`src/rtl/ascon_receiver.sv`:
```
// ascon_receiver: iterative ASCON-128 AEAD decryption / tag verification.
// One permutation round is executed per clock. The run takes 49 edges
// from the accepting edge to the DONE cycle. The latency is fixed and does
// not depend on the data.
//
// Ports:
//   clk, rst_n         rising-edge clock, asynchronous active-low reset
//   start              run request, sampled only in IDLE
//   busy               high while a run is in progress (INIT..FIN)
//   done               one-cycle pulse; outputs are valid from this cycle on
//   key[127:0]         K = {Khi, Klo}
//   nonce[127:0]       N
//   d0, d1, d2         associated-data blocks, already padded by the caller
//   cyp0, cyp1         ciphertext blocks; cyp1 is final and already padded
//   tag[127:0]         received tag
//   plin0, plin1       recovered plaintext blocks
//   tag_ok             1 when the computed tag equals the tag input
//
// Build option ASCON_RX_TAG_GATE_EN:
//   When this option is defined and the tag mismatches, plin0 and plin1 are
//   forced to 0 in DONE, so unverified plaintext is never released.
module ascon_receiver #(
    parameter logic [63:0] IV        = 64'h80400c0600000000,
    parameter int          PA_ROUNDS = 12,
    parameter int          PB_ROUNDS = 6
) (
    input  logic         clk,
    input  logic         rst_n,
    input  logic         start,
    output logic         busy,
    output logic         done,
    input  logic [127:0] key,
    input  logic [127:0] nonce,
    input  logic [63:0]  d0,
    input  logic [63:0]  d1,
    input  logic [63:0]  d2,
    input  logic [63:0]  cyp0,
    input  logic [63:0]  cyp1,
    input  logic [127:0] tag,
    output logic [63:0]  plin0,
    output logic [63:0]  plin1,
    output logic         tag_ok
);

    typedef enum logic [2:0] {IDLE, INIT, AD, CT, FIN, DONE} state_e;
    // Element [i] holds state word Si.
    typedef logic [4:0][63:0] ascon_state_t;

    localparam logic [3:0] PA_LAST = 4'(PA_ROUNDS - 1);
    localparam logic [3:0] PA_END  = 4'(PA_ROUNDS);
    localparam logic [3:0] PB_LAST = 4'(PB_ROUNDS - 1);
    // The short permutation uses the constants of the last PB_ROUNDS rounds.
    localparam logic [3:0] PB_BASE = 4'(PA_ROUNDS - PB_ROUNDS);

    function automatic logic [63:0] rotr(input logic [63:0] x, input int n);
        return (x >> n) | (x << (64 - n));
    endfunction

    function automatic ascon_state_t ascon_round(input ascon_state_t s_in, input logic [7:0] rc);
        ascon_state_t x;
        ascon_state_t t;
        x    = s_in;
        x[2] = x[2] ^ {56'd0, rc};
        // This is the bitsliced 5-bit S-box (chi with input and output whitening).
        x[0] = x[0] ^ x[4];
        x[4] = x[4] ^ x[3];
        x[2] = x[2] ^ x[1];
        t[0] = ~x[0] & x[1];
        t[1] = ~x[1] & x[2];
        t[2] = ~x[2] & x[3];
        t[3] = ~x[3] & x[4];
        t[4] = ~x[4] & x[0];
        x[0] = x[0] ^ t[1];
        x[1] = x[1] ^ t[2];
        x[2] = x[2] ^ t[3];
        x[3] = x[3] ^ t[4];
        x[4] = x[4] ^ t[0];
        x[1] = x[1] ^ x[0];
        x[0] = x[0] ^ x[4];
        x[3] = x[3] ^ x[2];
        x[2] = ~x[2];
        // Linear diffusion layer.
        x[0] = x[0] ^ rotr(x[0], 19) ^ rotr(x[0], 28);
        x[1] = x[1] ^ rotr(x[1], 61) ^ rotr(x[1], 39);
        x[2] = x[2] ^ rotr(x[2], 1)  ^ rotr(x[2], 6);
        x[3] = x[3] ^ rotr(x[3], 10) ^ rotr(x[3], 17);
        x[4] = x[4] ^ rotr(x[4], 7)  ^ rotr(x[4], 41);
        return x;
    endfunction

    state_e        state_q, state_d;
    logic [3:0]    rnd_q, rnd_d;
    logic [1:0]    blk_q, blk_d;
    ascon_state_t  s_q, s_d;
    logic [127:0]  key_q, key_d, tag_q, tag_d;
    logic [63:0]   d0_q, d0_d, d1_q, d1_d, d2_q, d2_d;
    logic [63:0]   cyp0_q, cyp0_d, cyp1_q, cyp1_d;
    logic [63:0]   plin0_q, plin0_d, plin1_q, plin1_d;
    logic          tag_ok_q, tag_ok_d;

    ascon_state_t  pre;       // state after any pre-round injections
    logic          do_round;
    logic [3:0]    c_idx;
    logic [7:0]    rc;
    logic [63:0]   d_sel;
    logic          tag_match;

    always_comb begin
        // NOTE: every variable gets a default first, so no path can infer a latch.
        state_d  = state_q;
        rnd_d    = rnd_q;
        blk_d    = blk_q;
        s_d      = s_q;
        key_d    = key_q;
        tag_d    = tag_q;
        d0_d     = d0_q;
        d1_d     = d1_q;
        d2_d     = d2_q;
        cyp0_d   = cyp0_q;
        cyp1_d   = cyp1_q;
        plin0_d  = plin0_q;
        plin1_d  = plin1_q;
        tag_ok_d = tag_ok_q;
        pre      = s_q;
        do_round = 1'b0;
        c_idx    = rnd_q;

        case (blk_q)
            2'd0:    d_sel = d0_q;
            2'd1:    d_sel = d1_q;
            default: d_sel = d2_q;
        endcase
        tag_match = ({s_q[3] ^ key_q[127:64], s_q[4] ^ key_q[63:0]} == tag_q);

        case (state_q)
            IDLE: begin
                if (start) begin
                    key_d    = key;
                    tag_d    = tag;
                    d0_d     = d0;
                    d1_d     = d1;
                    d2_d     = d2;
                    cyp0_d   = cyp0;
                    cyp1_d   = cyp1;
                    s_d      = {nonce[63:0], nonce[127:64], key[63:0], key[127:64], IV};
                    plin0_d  = '0;
                    plin1_d  = '0;
                    tag_ok_d = 1'b0;
                    rnd_d    = '0;
                    blk_d    = '0;
                    state_d  = INIT;
                end
            end
            INIT: begin
                do_round = 1'b1;
                if (rnd_q == PA_LAST) begin
                    rnd_d   = '0;
                    blk_d   = '0;
                    state_d = AD;
                end else begin
                    rnd_d = rnd_q + 4'd1;
                end
            end
            AD: begin
                if (rnd_q == 4'd0) begin
                    pre[0] = pre[0] ^ d_sel;
                    // The key that closes initialization is folded into the first AD round.
                    if (blk_q == 2'd0) begin
                        pre[3] = pre[3] ^ key_q[127:64];
                        pre[4] = pre[4] ^ key_q[63:0];
                    end
                end
                do_round = 1'b1;
                c_idx    = PB_BASE + rnd_q;
                if (rnd_q == PB_LAST) begin
                    rnd_d = '0;
                    if (blk_q == 2'd2) state_d = CT;
                    else               blk_d   = blk_q + 2'd1;
                end else begin
                    rnd_d = rnd_q + 4'd1;
                end
            end
            CT: begin
                if (rnd_q == 4'd0) begin
                    pre[4]  = pre[4] ^ 64'd1;      // domain separation AD -> data
                    plin0_d = pre[0] ^ cyp0_q;
                    pre[0]  = cyp0_q;
                end
                do_round = 1'b1;
                c_idx    = PB_BASE + rnd_q;
                if (rnd_q == PB_LAST) begin
                    rnd_d   = '0;
                    state_d = FIN;
                end else begin
                    rnd_d = rnd_q + 4'd1;
                end
            end
            FIN: begin
                if (rnd_q == PA_END) begin
                    // All rounds are done. One extra edge registers the verdict.
                    tag_ok_d = tag_match;
`ifdef ASCON_RX_TAG_GATE_EN
                    if (!tag_match) begin
                        plin0_d = '0;
                        plin1_d = '0;
                    end
`endif
                    state_d = DONE;
                end else begin
                    if (rnd_q == 4'd0) begin
                        plin1_d = pre[0] ^ cyp1_q;
                        pre[0]  = cyp1_q;
                        pre[1]  = pre[1] ^ key_q[127:64];
                        pre[2]  = pre[2] ^ key_q[63:0];
                    end
                    do_round = 1'b1;
                    rnd_d    = rnd_q + 4'd1;
                end
            end
            DONE: state_d = IDLE;
            default: state_d = IDLE;
        endcase

        rc = 8'hF0 - ({4'd0, c_idx} * 8'h0F);
        if (do_round) s_d = ascon_round(pre, rc);
    end

    // NOTE: sequential state is updated only with non-blocking assignments.
    always_ff @(posedge clk or negedge rst_n) begin
        if (!rst_n) begin
            state_q  <= IDLE;
            rnd_q    <= '0;
            blk_q    <= '0;
            s_q      <= '0;
            key_q    <= '0;
            tag_q    <= '0;
            d0_q     <= '0;
            d1_q     <= '0;
            d2_q     <= '0;
            cyp0_q   <= '0;
            cyp1_q   <= '0;
            plin0_q  <= '0;
            plin1_q  <= '0;
            tag_ok_q <= 1'b0;
        end else begin
            state_q  <= state_d;
            rnd_q    <= rnd_d;
            blk_q    <= blk_d;
            s_q      <= s_d;
            key_q    <= key_d;
            tag_q    <= tag_d;
            d0_q     <= d0_d;
            d1_q     <= d1_d;
            d2_q     <= d2_d;
            cyp0_q   <= cyp0_d;
            cyp1_q   <= cyp1_d;
            plin0_q  <= plin0_d;
            plin1_q  <= plin1_d;
            tag_ok_q <= tag_ok_d;
        end
    end

    assign busy   = (state_q != IDLE) && (state_q != DONE);
    assign done   = (state_q == DONE);
    assign plin0  = plin0_q;
    assign plin1  = plin1_q;
    assign tag_ok = tag_ok_q;

endmodule

```
`config.mk`:
```
export PLATFORM = sky130hd
export DESIGN_NAME = ascon_receiver
export DESIGN_NICKNAME = d
export VERILOG_FILES = /design/src/rtl/ascon_receiver.sv
export SDC_FILE = /design/constraint.sdc
export NUM_CORES = 2
export LEC_CHECK = 0
export ABC_AREA = 1
export BUFFER_PORTS_ARGS = -buffer_cell sky130_fd_sc_hd__buf_2
export CORE_ASPECT_RATIO = 0.6
export CORE_UTILIZATION = 40
export CTS_CLUSTER_DIAMETER = 80
export DETAILED_ROUTE_END_ITERATION = 10
export PLACE_DENSITY = 0.57
export SETUP_SLACK_MARGIN = 0.1
export SYNTH_ARGS = -nofsm -noshare
export SYNTH_HDL_FRONTEND = slang
export SYNTH_SLANG_ARGS = --single-unit
```
`constraint.sdc`:
```
create_clock -name clk -period 6.2 [get_ports clk]
set_input_delay 0.62 -clock clk [delete_from_list [all_inputs] [get_ports clk]]
set_output_delay 0.62 -clock clk [all_outputs]
set_load 0.005 [all_outputs]
```
Yosys cells after proc, flatten, opt, wreduce, memory -nomap -nowiden:

Index checks and enable logic that the tools add are counted.
W data, S select, Z words.

* flip-flop bits (word level): 1034
* logic and storage cells: 161
* input port bits: 707
* output and inout bits: 131

* multiplexer cells: 44
* bitwise gates (word level): 51
* add/sub/neg operators: 4
* reductions and logical operators: 21
* eq/ne operators: 22
* multipliers: 1

Operators by type and width (count)
* $xor A64 B64 Y64: 28
* $mux W320: 3
* $pmux W64 S2: 4
* $mux W64: 7
* $mux W128: 3
* $mux W192: 2
* $not A64 Y64: 6
* $and A64 B64 Y64: 5
* $pmux W64 S3: 1
* $eq A128 B128 Y1: 1
* $or A23 B64 Y64: 1
* $or A25 B64 Y64: 1
* $or A3 B64 Y64: 1
* $or A36 B64 Y64: 1
* $or A45 B64 Y64: 1
* $or A47 B64 Y64: 1
* $or A54 B64 Y64: 1
* $or A57 B64 Y64: 1
* $or A58 B64 Y64: 1
* $or A63 B64 Y64: 1
* $xor A64 B8 Y64: 1
* $mux W4: 5
* $ne A2 B2 Y1 const B: 10
* $mux W3: 6
* other kinds (34): 51

Depth between registers and ports, before layout:

* depth after elaboration: 15
* depth in mapped cells: 31
* depth with buffers taken out: 31

Worst setup path after synthesis:

No wires, ideal clock.

* path type: register -> register
* start point: register rnd_q[2]
* end point: register s_q[245] (netlist bit)
* stages on the path, launching flop included: 28
* path buffers: 0
* setup time: 120 ps
* clock period less this slack: 4841 ps
* path slack: 1359 ps
* arrival time: 4721 ps
* data required time: 6080 ps
* cells stage by stage: dfrtp_1 -> inv_1 -> ha_1 -> o21ai_0 -> fa_1 -> ha_1 -> inv_1 -> ha_1 -> fa_1 -> nand2_1 -> nand2_1 -> a21oi_1 -> inv_1 -> nand2_1 -> nand2_1 -> or2_2 -> and2_1 -> ha_1 -> xor2_1 -> inv_1 -> nand2_1 -> nand2_1 -> inv_1 -> nand2_1 -> nand3_1 -> nand2_1 -> o21ai_1 -> nand2_1

* longest elaborated chain between the ends: 12

RTL lines
* start, declared: line 92 `logic [3:0] rnd_q, rnd_d;`
* start signal, assigned: line 247 `rnd_q <= rnd_d;`
* branches (longest 12 deep; another with $mul A4 B4 Y8)
* end signal, assigned: line 234 `s_q <= '0;`
* end signal, assigned: line 249 `s_q <= s_d;`
* end, declared: line 94 `ascon_state_t s_q, s_d;`

Several ways; the timed one is not identified.
A chain may end at the register's enable or synchronous reset.

Worst setup path in the final report:

* start point: register rnd_q[0]
* end point: register s_q[17] (netlist bit)

* longest elaborated chain between the ends: 13

RTL lines
* $logic_not A4 Y1: line 165, 184, 210
* $mux W192: line 210 `if (rnd_q == 4'd0) begin`
* $mux W192: line 199 `if (rnd_q == PA_END) begin`
* $pmux W64 S3 / $mux W128 (equally long branches): line 135 `case (state_q)`
* $xor A64 B64 Y64 / $xor A64 B8 Y64 (equally long branches): line 65, 63
* $not A64 Y64 / $xor A64 B64 Y64 (equally long branches): line 68, 67
* $and A64 B64 Y64, on equally long branches: line 68, 69
* $xor A64 B64 Y64, on equally long branches: line 77, 73
* $xor A64 B64 Y64: line 79 `x[0] = x[0] ^ x[4];`
* $or A45 B64 Y64: line 56 `return (x >> n) | (x << (64 - n));`
* $xor A64 B64 Y64 (2 in series): line 83 `x[0] = x[0] ^ rotr(x[0], 19) ^ rotr(x[0], 28);`
* $mux W320: line 225 `if (do_round) s_d = ascon_round(pre, rc);`

Parallel ways exist; a longest one is shown, timed or not.

==> results by group <==
Final layout
  – Layout cells sized above 1: 12.56%
  – Layout area overhead: 17.03%
  – Final Instance Area: 88330 µm²
  – Most frequent cells in the layout: 5511 x nand2_1, 1122 x nand3_1, 1034 x dfrtp_1
  – Net count, final: 13430
  – Most common cell after layout, fill and taps aside: nand2_1
  – Core Util, Final: 47.12%

Placement
  – Post-DP HPWL: 424900 µm
  – Placed inst area: 84050 µm²
  – GP Congestion: 1.246
  – IO buf count: 837

Yosys
  – Synth area leader: dfrtp_1
  – Most used flip-flop cell after synthesis: dfrtp_1
  – FFs w/ async S/R, synth: 100.0%
  – Seq/Total Area, Yosys: 34.28%
  – Yosys cell types: 57
  – Dominant cells by area after synthesis: dfrtp_1 34%, nand2_1 27%, nand3_1 7.4%
  – Share of the synthesized area in the top cell type: 34.28%
  – Syn Inst Count: 11690
  – Flops & latches, synth: 1034
  – Synthesized area: 75480 µm²
  – Mapped Nets: 12560
  – Number of synthesized flops with an enable pin: 0
  – Warnings from Yosys: 0
  – Avg Cell Area, Syn: 6.455 µm²

Critical path
  – FF-to-FF Start: rnd_q[0]
  – CP Cell Sequence: inv_1 -> ha_2 -> buf_4 -> nand3_1 -> nor2_4 -> buf_12 -> buf_4 -> nand2_1 -> o21ai_1 -> buf_4 -> ha_1 -> inv_1 -> nand3_1 -> nand2_1 -> nand2_1 -> nand2_1 -> inv_1 -> nand2_1 -> nand3_1 -> nand3_1 -> nand2_1
  – WS Path Type: register to register
  – Startpoint types: register
  – R2R depth: 21
  – Delay-heaviest family, CP: simple AND/OR/NAND/NOR gates
  – CP bufs+invs: 7
  – Max incr delay on CP: 0.58 ns
  – R2R Path End: s_q[17]
  – Critical-path top delay cell: nand2_1
  – Worst R2R Setup Slack: 0.31 ns
  – Worst path arrival time: 6.54 ns
  – Critical Path Fanout Max: 40
  – Most used cell along the critical path: nand2_1
  – Setup crit end kind: register
  – CP Data Required Time: 6.85 ns

Clock network
  – Root buf cell: clkbuf_16
  – Htree depth: 3
  – Setup Fix Bufs, Post-CTS: 0
  – CTS Buf Count: 110
  – CTS Buffer Depth: 3
  – CTS tree: done
  – Clk_lat worst skew: 0.81 ns
  – CTS clock-pin slew for the worst setup and hold paths: 0.07 ns
  – Clock tree sinks: 1034

Drt
  – Antenna Nets Post-Route: 0
  – Routed length per instance: 33.48 µm
  – DRT Pass-1 Iters: 7
  – Vias per inst: 6.008
  – DR DRC count: 0
  – DRT Wirelength: 509400 µm
  – DRT iter0 DRCs: 16900
  – Routed via count: 91400

Floorplanning
  – Die height: 338.5 µm
  – FP Rows: 123
  – Core ar.: 187400 µm²
  – Chip Width: 562.8 µm
  – Die area: 190500 µm²
  – Initial core utilization: 40.27%
  – Top-level I/O count: 838

Hold path
  – Hold depth: 3
  – Worst Hold Class: primary input to register
  – Hold Path End: d2_q[51]
  – Worst Min Path Start: d2[51]

STA
  – Slew HR: -15.18%
  – Worst Skew: 0.05481 ns
  – Final Cycle Share: 94.97%
  – Max Clock Freq: 169.8 MHz
  – Hold Slack: 0.02399 ns
  – RSZ-0062 raised after global routing: false
  – Min cycle time layout: 5.888 ns
  – Worst Tran Pin Value: 1.715 ns
  – Final setup violation count: 0
  – Final hold violation count: 0
  – Max-slew violation count: 13
  – Setup_tns: 0 ns

GRT
  – Total gr overflow: 0
  – Vias in the first global route: 77470
  – Total GRT Usage: 51.66%
  – Initial antenna violation count: 98
  – First-pass GRT wire length: 664100 µm
  – Largest net degree at the start of global routing: 225

Job
  – Max cap viols: 4

Run status
  – Failing checks: capacitance limit, slew limit
  – Status: finished, violations left
Yosys cell counts, types with 28 or more instances:
master,number
nand3b_1,31
nor2_1,364
ha_1,153
inv_2,47
a21oi_1,272
xor2_1,490
o21ai_2,33
o22ai_1,61
xnor2_1,143
nand3_1,1122
nand4_1,41
buf_2,56
o21ai_1,83
dfrtp_1,1034
buf_1,28
o21a_1,50
o211ai_1,58
nand2_1,5513
xnor2_2,33
o21ai_0,571
clkbuf_1,310
inv_1,974
cell type report:
cell class / instances / area [µm²]
Clock inverter: 59 / 848.3
Timing Repair Buffer: 1199 / 7405
Clock buffer: 142 / 3033
Tap cell: 2500 / 3128
Inverter: 1024 / 3867
Multi-Input combinational cell: 9197 / 44030
Fill cell: 19160 / 99120
Antenna cell: 58 / 145.1
Sequential cell: 1034 / 25870
worst reg2reg max path, delay by kind of cell (launching register included):
family / cells / cell delay [ns]
simple gates: 11 / 2.56
buf+inv: 7 / 1.83
fa+ha+maj: 2 / 0.53
flops: 1 / 0.51
compound gates: 1 / 0.33
timing repair:
item	in CTS	in global routing
hold buffers	25	0
endpoints found under the hold margin	78	0
gates resized for setup	0	0
per-layer routing:
layer  vias to the layer above  track usage (%)  share of wire (%)  routed length [µm]
li1                      38600                -                  -                   -
met1                     44270            70.61                 41              206900
met2                      7403            59.97                 34              172300
met3                      1028            36.67                 20              104300
met4                       105            19.26                4.6               23550
met5                         -            3.450               0.47                2370
cell families (layout without fill, tap and decap cells):
family / Yosys count / in the layout / share of synthesized area [%]
AO/OA/AOI/OAI: 1179 / 1179 / 8.682
XOR/XNOR: 678 / 678 / 8.345
adder cells (fa/ha/maj): 156 / 156 / 2.616
buffers and inverters: 1461 / 2424 / 7.657
flip-flops: 1034 / 1034 / 34.28
multiplexers: 16 / 16 / 0.2387
other: 0 / 58 / 0
AND/OR/NAND/NOR: 7168 / 7168 / 38.18
registers in the layout, summed over array words and instances, names as in the netlist:
name / flops
s_q: 320
key_q: 128
tag_q: 128
cyp0_q: 64
cyp1_q: 64
d0_q: 64
d1_q: 64
d2_q: 64
plin0: 64
plin1: 64
rnd_q: 4
state_q: 3
blk_q: 2
tag_ok: 1
per-stage QoR:
| step | setup slack (ns) | instances |
|---|---|---|
| floorplan | 1.359 | 11690 |
| detailed placement | 0.7356 | 14930 |
| CTS | 0.6904 | 15160 |
| global placement | 0.4932 | 14930 |
| global route | 0.2033 | 15170 |
| finish | 0.3118 | 15210 |
how the worst max path moves through the flow:
| stage | from | endpoint | slack (ns) | cells after the start |
|---|---|---|---|---|
| 6_report | rnd_q[0] | s_q[17] | 0.31 | 21 |
| 5_1_grt | state_q[2] | s_q[245] | 0.20 | 31 |
| 4_1_cts | state_q[2] | s_q[245] | 0.69 | 31 |
| 3_5_place_dp | state_q[2] | s_q[245] | 0.74 | 31 |
| 3_3_place_gp | state_q[2] | s_q[245] | 0.49 | 31 |
| 2_1_floorplan | rnd_q[2] | s_q[245] | 1.36 | 27 |
Power is left out: the tool's default activity adds up to more than one toggle a clock period on the data nets, which glitch-free logic cannot reach.
